--- src/rtl/eeg_pea_feed.sv ---
// eeg_pea_feed: pairs each column's activation with its PE_ROW weight lanes
// and queues the pairs in per-PE first-word-fall-through FIFOs.
// Ports: CFG_* start/row mask/group count; IS_IDLE, DONE, ERR_LST status;
//   ACT_* per-column and WEI_* per-lane (lane c*PE_ROW+r) input streams;
//   PE_* per-PE FIFO head fields, popped on PE_DIN_VLD & PE_DIN_RDY.
module eeg_pea_feed #(
    parameter int PE_ROW     = 4,
    parameter int PE_COL     = 4,
    parameter int ACT_DW     = 8,
    parameter int WEI_DW     = 8,
    parameter int ACT_IW     = 12,
    parameter int WEI_IW     = 3,
    parameter int FIFO_DEPTH = 4,
    parameter int GRP_DW     = 8
) (
    input  logic                            clk,
    input  logic                            rst,
    input  logic                            CFG_START,
    input  logic [PE_ROW-1:0]               CFG_ROW_EN,
    input  logic [GRP_DW-1:0]               CFG_GRP_NUM,
    output logic                            IS_IDLE,
    output logic                            DONE,
    output logic                            ERR_LST,
    input  logic [PE_COL-1:0]               ACT_VLD,
    output logic [PE_COL-1:0]               ACT_RDY,
    input  logic [PE_COL-1:0]               ACT_LST,
    input  logic [PE_COL*ACT_DW-1:0]        ACT_DAT,
    input  logic [PE_COL*ACT_IW-1:0]        ACT_INF,
    input  logic [PE_COL*PE_ROW-1:0]        WEI_VLD,
    output logic [PE_COL*PE_ROW-1:0]        WEI_RDY,
    input  logic [PE_COL*PE_ROW-1:0]        WEI_LST,
    input  logic [PE_COL*PE_ROW*WEI_DW-1:0] WEI_DAT,
    input  logic [PE_COL*PE_ROW*WEI_IW-1:0] WEI_INF,
    output logic [PE_COL*PE_ROW-1:0]        PE_DIN_VLD,
    input  logic [PE_COL*PE_ROW-1:0]        PE_DIN_RDY,
    output logic [PE_COL*PE_ROW*ACT_DW-1:0] PE_ACT_DAT,
    output logic [PE_COL*PE_ROW*WEI_DW-1:0] PE_WEI_DAT,
    output logic [PE_COL*PE_ROW*ACT_IW-1:0] PE_ACT_INF,
    output logic [PE_COL*PE_ROW*WEI_IW-1:0] PE_WEI_INF,
    output logic [PE_COL*PE_ROW-1:0]        PE_LST
);

    localparam int PE_N = PE_COL * PE_ROW;
    localparam int AW   = $clog2(FIFO_DEPTH);
    localparam int EW   = 1 + WEI_IW + ACT_IW + WEI_DW + ACT_DW;

    typedef enum logic [1:0] {S_IDLE, S_RUN, S_DRAIN} state_t;

    state_t            state, state_nxt;
    logic [PE_ROW-1:0] row_en;
    logic [GRP_DW-1:0] grp_num;
    logic [GRP_DW-1:0] grp_cnt [PE_COL];
    logic [PE_COL-1:0] col_done, fire, lst_bad;
    logic [PE_N-1:0]   push, pop, full, empty;
    logic [EW-1:0]     din [PE_N];
    logic [EW-1:0]     mem [PE_N][FIFO_DEPTH];
    logic [AW-1:0]     wptr [PE_N];
    logic [AW-1:0]     rptr [PE_N];
    logic [AW:0]       cnt [PE_N];
    logic              start, run;

    assign start   = (state == S_IDLE) && CFG_START;
    assign run     = (state == S_RUN);
    assign IS_IDLE = (state == S_IDLE);

    // Disabled rows are forced "ready" in the AND-reductions so they never
    // stall the column; a zero mask must not fire at all.
    for (genvar c = 0; c < PE_COL; c++) begin : g_col
        logic [PE_ROW-1:0] en_vld, en_room, en_lst;
        assign en_vld  = WEI_VLD[c*PE_ROW +: PE_ROW] | ~row_en;
        assign en_room = ~full[c*PE_ROW +: PE_ROW] | ~row_en;
        assign en_lst  = (WEI_LST[c*PE_ROW +: PE_ROW]
                         ^ {PE_ROW{ACT_LST[c]}}) & row_en;
        assign fire[c] = run && !col_done[c] && (|row_en) && ACT_VLD[c]
                         && (&en_vld) && (&en_room);
        assign lst_bad[c] = fire[c] && (|en_lst);
        assign ACT_RDY[c] = fire[c];
        assign WEI_RDY[c*PE_ROW +: PE_ROW] = {PE_ROW{fire[c]}} & row_en;
        for (genvar r = 0; r < PE_ROW; r++) begin : g_row
            localparam int I = c * PE_ROW + r;
            assign push[I] = fire[c] && row_en[r];
            assign din[I]  = {ACT_LST[c],
                              WEI_INF[I*WEI_IW +: WEI_IW],
                              ACT_INF[c*ACT_IW +: ACT_IW],
                              WEI_DAT[I*WEI_DW +: WEI_DW],
                              ACT_DAT[c*ACT_DW +: ACT_DW]};
        end
    end

    for (genvar i = 0; i < PE_N; i++) begin : g_pe
        logic [EW-1:0] head;
        assign empty[i]      = (cnt[i] == '0);
        assign full[i]       = (cnt[i] == (AW+1)'(FIFO_DEPTH));
        assign pop[i]        = !empty[i] && PE_DIN_RDY[i];
        assign PE_DIN_VLD[i] = !empty[i];
        assign head          = mem[i][rptr[i]];
        assign {PE_LST[i],
                PE_WEI_INF[i*WEI_IW +: WEI_IW],
                PE_ACT_INF[i*ACT_IW +: ACT_IW],
                PE_WEI_DAT[i*WEI_DW +: WEI_DW],
                PE_ACT_DAT[i*ACT_DW +: ACT_DW]} = head;
    end

    always_ff @(posedge clk) begin
        if (rst) begin
            for (int i = 0; i < PE_N; i++) begin
                wptr[i] <= '0;
                rptr[i] <= '0;
                cnt[i]  <= '0;
            end
        end else begin
            for (int i = 0; i < PE_N; i++) begin
                if (push[i]) begin
                    mem[i][wptr[i]] <= din[i];
                    wptr[i]         <= wptr[i] + 1'b1;
                end
                if (pop[i]) rptr[i] <= rptr[i] + 1'b1;
                case ({push[i], pop[i]})
                    2'b10:   cnt[i] <= cnt[i] + 1'b1;
                    2'b01:   cnt[i] <= cnt[i] - 1'b1;
                    default: cnt[i] <= cnt[i];
                endcase
            end
        end
    end

    always_ff @(posedge clk) begin
        if (rst) begin
            state    <= S_IDLE;
            row_en   <= '0;
            grp_num  <= '0;
            ERR_LST  <= 1'b0;
            col_done <= '0;
            for (int c = 0; c < PE_COL; c++) grp_cnt[c] <= '0;
        end else begin
            state <= state_nxt;
            if (start) begin
                row_en   <= CFG_ROW_EN;
                grp_num  <= CFG_GRP_NUM;
                ERR_LST  <= 1'b0;
                col_done <= '0;
                for (int c = 0; c < PE_COL; c++) grp_cnt[c] <= '0;
            end else begin
                if (|lst_bad) ERR_LST <= 1'b1;
                for (int c = 0; c < PE_COL; c++) begin
                    if (run && row_en == '0) begin
                        col_done[c] <= 1'b1;
                    end else if (fire[c] && ACT_LST[c]) begin
                        if (grp_cnt[c] == grp_num) col_done[c] <= 1'b1;
                        else grp_cnt[c] <= grp_cnt[c] + 1'b1;
                    end
                end
            end
        end
    end

    always_comb begin
        state_nxt = state;
        DONE      = 1'b0;
        unique case (state)
            S_IDLE:  if (CFG_START) state_nxt = S_RUN;
            S_RUN:   if (&col_done) state_nxt = S_DRAIN;
            S_DRAIN: if (&empty) begin
                state_nxt = S_IDLE;
                DONE      = 1'b1;
            end
            default: state_nxt = S_IDLE;
        endcase
    end

endmodule

--- config.mk ---
export PLATFORM = sky130hd
export DESIGN_NAME = eeg_pea_feed
export DESIGN_NICKNAME = d
export VERILOG_FILES = /design/src/rtl/eeg_pea_feed.sv
export SDC_FILE = /design/constraint.sdc
export NUM_CORES = 2
export LEC_CHECK = 0
export CORE_MARGIN = 1
export CORE_UTILIZATION = 57
export DETAILED_ROUTE_END_ITERATION = 8
export PLACE_DENSITY = 0.8
export SKIP_LAST_GASP = 1
export SLEW_MARGIN = 20
export SYNTH_ARGS = -nofsm -noshare
export SYNTH_HDL_FRONTEND = slang
export SYNTH_SLANG_ARGS = --single-unit
--- constraint.sdc ---
create_clock -name clk -period 3.1 [get_ports clk]
set_input_delay 0.31 -clock clk [delete_from_list [all_inputs] [get_ports clk]]
set_output_delay 0.31 -clock clk [all_outputs]
set_load 0.05 [all_outputs]
==> results.sh <==
export IMPL_max_cap_viol_count=0
export IMPL_path_class="flip-flop to output pin"
export IMPL_cp_required_ps=2790
export IMPL_hpwl_mm=130
export IMPL_routed_via_density=6.15
export IMPL_initial_core_util_pct=57.7
export IMPL_finalCritPeriodShare_pct=105
export IMPL_violations="setup timing"
export IMPL_dieArea_sq_um=150000
export IMPL_drc=0
export IMPL_register_area_sq_um=66100
export IMPL_dpl_instance_area_sq_um=96600
export IMPL_synth_area_mux_share_pct=13.7
export IMPL_rsz0062_at_grt="true"
export IMPL_fin_crit_ps=3260
export IMPL_ys_seq_elements=2211
export IMPL_die_h_microns=387
export IMPL_antenna_found_initial=20
export IMPL_p_comb_share_pct=15.8
export IMPL_drive_above_1_share_pct=32.0
export IMPL_start_kind="flip-flop"
export IMPL_hold_violations=0
export IMPL_first_pass_iters=5
export IMPL_relSlewSlack_pct=45.7
export IMPL_postLayoutCoreUtil_pct=71.5
export IMPL_p_leak_uw=0.0352
export IMPL_fin_skew_ps=67.3
export IMPL_r2r_cells=17
export IMPL_clkLatencyLatePin_ps=830
export IMPL_syn_num_nets=4236
export IMPL_grt_max_degree=60
export IMPL_via_count=43419
export IMPL_wirelength_mm=219
export IMPL_hold_depth=3
export IMPL_p_int_uw=51000
export IMPL_synth_top_family_by_area="multiplexers"
export IMPL_fp_dieW_microns=387
export IMPL_multiInputGateArea_sq_um=17800
export IMPL_drt_iter0_drc=4370
export IMPL_synth_edf_count=2184
export IMPL_crit_path_end_kind="output pin"
export IMPL_crit_chain="or3_1 -> nor4_2 -> nand4_1 -> nor3b_2 -> buf_4 -> buf_12"
export IMPL_cp_max_fo=3
export IMPL_cts_buffers=209
export IMPL_ys_async_sr_fraction_pct=0
export IMPL_root_buffer="clkbuf_16"
export IMPL_syn_avg_cell_area_sq_um=22.3
export IMPL_area_growth_pct=23.9
export IMPL_seq_power_share_pct=48.1
export IMPL_yosys_area_share_simple_pct=2.98
export IMPL_final_nets=5408
export IMPL_yosysSeqAreaShare_pct=78.3
export IMPL_powerDensity_nw_per_um2=664
export IMPL_worst_pin_slew_ps=812
export IMPL_final_area_sq_um=105000
export IMPL_synth_fa_ha_area_share_pct=1.88
export IMPL_slew_viol_final=0
export IMPL_max_clock_freq_ghz=0.307
export IMPL_portBuffers=877
export IMPL_min_path_type="input port to flip-flop"
export IMPL_cts_buffer_depth=3
export IMPL_synth_compound_area_share_pct=0.687
export IMPL_wl_per_cell_microns=31.0
export IMPL_pwr_share_clk_pct=36.1
export IMPL_cts_max_level=4
export IMPL_synth_area_sq_um=84500
export IMPL_cts_tree="done"
export IMPL_cp_slowest_cell="or3_1"
export IMPL_nFillCells=8213
export IMPL_netSwitchingFraction_pct=26.6
export IMPL_coreArea_sq_um=146000
export IMPL_switchingPower_uw=18500
export IMPL_overflow=0
export IMPL_fin_hold_ws_ps=84.5
export IMPL_gp_congestion=0.834
export IMPL_numClockSinks=2211
export IMPL_slowest_delay_ps=550
export IMPL_synth_cells=3791
export IMPL_io_pins=878
export IMPL_pre_cts_slack_ps=49.0
export IMPL_row_count=140
export IMPL_synth_xor_area_share_pct=1.12
export IMPL_timing_final_ws_setup_ps=-163
export IMPL_ys_flop_type="edfxtp_1"
export IMPL_ys_types=56
export IMPL_status="complete, but fails checks"
export IMPL_ys_warn_count=0
export IMPL_grt_pass1_vias=44234
export IMPL_clk_transition_reported_paths_ps=70
export IMPL_grt_pass1_wl_mm=305
export IMPL_worstPathArrival_ps=2950
export IMPL_fin_tns_setup_ps=-612
export IMPL_ir_worst_vdd_mv=0.504
export IMPL_ant_nets=0
export IMPL_grt_use_total_pct=28.5
export IMPL_finalSetupViolCount=9
-- routing by layer --
| metal | share of wire, % | wire [microns] | vias up | track usage [%] |
|---|---|---|---|---|
| met4 | 5.1 | 11100 | 10 | 13.4 |
| met2 | 50 | 109000 | 2619 | 46.4 |
| li1 | - | - | 17835 | - |
| met1 | 35 | 77100 | 22462 | 36.3 |
| met3 | 9.8 | 21400 | 493 | 7.13 |
| met5 | 0.027 | 60 | - | 0 |
-- sequential cells by signal (all words and copies together) (netlist names), 4 cells and up --
register,flops
wptr,32
grp_cnt,32
cnt,48
row_en,4
grp_num,8
col_done,4
mem,2048
rptr,32
-- kinds of logic after synthesis --
family / Yosys count
AOI/OAI and AO/OA: 74
xor gates and xnor gates: 108
adders and majority gates: 118
buffers and inverters: 292
DFF: 2211
muxes: 515
and+or+nand+nor: 473
-- worst paths after layout --
| kind | from | endpoint | slack (ps) |
|---|---|---|---|
| worst max-delay path | cnt[0][14]$_SDFFCE_PN0P_ | DONE | -160 |
| worst max register to register | row_en[2]$_SDFFE_PP0P_ | cnt[0][17]$_SDFFCE_PN0P_ | -150 |
| worst min-delay path | CFG_START | state[0]$_SDFFE_PP0P_ | 80 |
| worst min register to register | grp_cnt[2][7]$_SDFFE_PP0P_ | grp_cnt[2][7]$_SDFFE_PP0P_ | 500 |
-- power groups by stage --
stage               Combinational [uW]  Sequential (uW)  Clock, uW
floorplan                         6890            33900          0
global placement                 10500            34000          0
detailed placement               10600            34100          0
CTS                              10800            33400      25400
global route                     11300            33400      26400
finish                           11000            33400      25100
-- repair_timing --
action                     CTS  global route
gates cloned                 2             7
hold buffers                 1             0
pin swaps                   11            24
gates resized for setup    161           113
hold endpoints to repair    11             0
setup buffers               44            37
setup endpoints to repair  162           161
-- through the flow --
step	power (uW)	cells
global placement	44500	6591
CTS	69600	7010
global route	71100	7060
floorplan	40800	3791
detailed placement	44700	6591
finish	69500	7063
-- synthesized netlist by cell type, drive strengths merged, types with 6 or more instances --
cell / n / area, sq um
nand2b: 51 / 319
ha: 103 / 1290
inv: 113 / 424
nor2: 115 / 432
xor2: 62 / 543
o21bai: 16 / 120
nor4bb: 6 / 60.1
a22o: 12 / 105
nand4: 11 / 83.8
a21oi: 18 / 93.8
edfxtp: 2184 / 65600
nor3: 65 / 330
and3: 53 / 332
nor4: 11 / 75.1
and2: 36 / 225
nand3: 19 / 95.1
buf: 62 / 308
fa: 15 / 300
dfxtp: 27 / 541
nor2b: 20 / 125
nand2: 56 / 210
mux4: 512 / 11500
or3: 14 / 87.6
xnor2: 46 / 403
clkbuf: 117 / 439
a22oi: 11 / 82.6
-- cell usage in the layout, fill, tap and decap left out, types with 92 or more instances in the layout --
| cell | instances |
|---|---|
| edfxtp_1 | 2184 |
| buf_4 | 546 |
| buf_12 | 107 |
| mux4_2 | 512 |
| ha_1 | 94 |
| dlygate4sd2_1 | 92 |
| clkbuf_16 | 216 |
| inv_1 | 96 |
| nor2_1 | 114 |
| clkdlybuf4s50_1 | 359 |
-- critical path, delay by kind of cell (launching register included) --
family	cells	cell delay (ps)
DFF	1	480
buffers and inverters	2	280
and+or+nand+nor	4	1390
-- cell type report --
cell class | count | area share (%)
Sequential cell | 2211 | 63.2
Multi-Input combinational cell | 1288 | 17.0
Timing Repair Buffer | 1140 | 10.6
Clock buffer | 257 | 5.21
Tap cell | 1917 | 2.29
Clock inverter | 123 | 1.20
Inverter | 113 | 0.444
Antenna cell | 14 | 0.0335
Note: power is estimated with default switching activity, not from simulation.
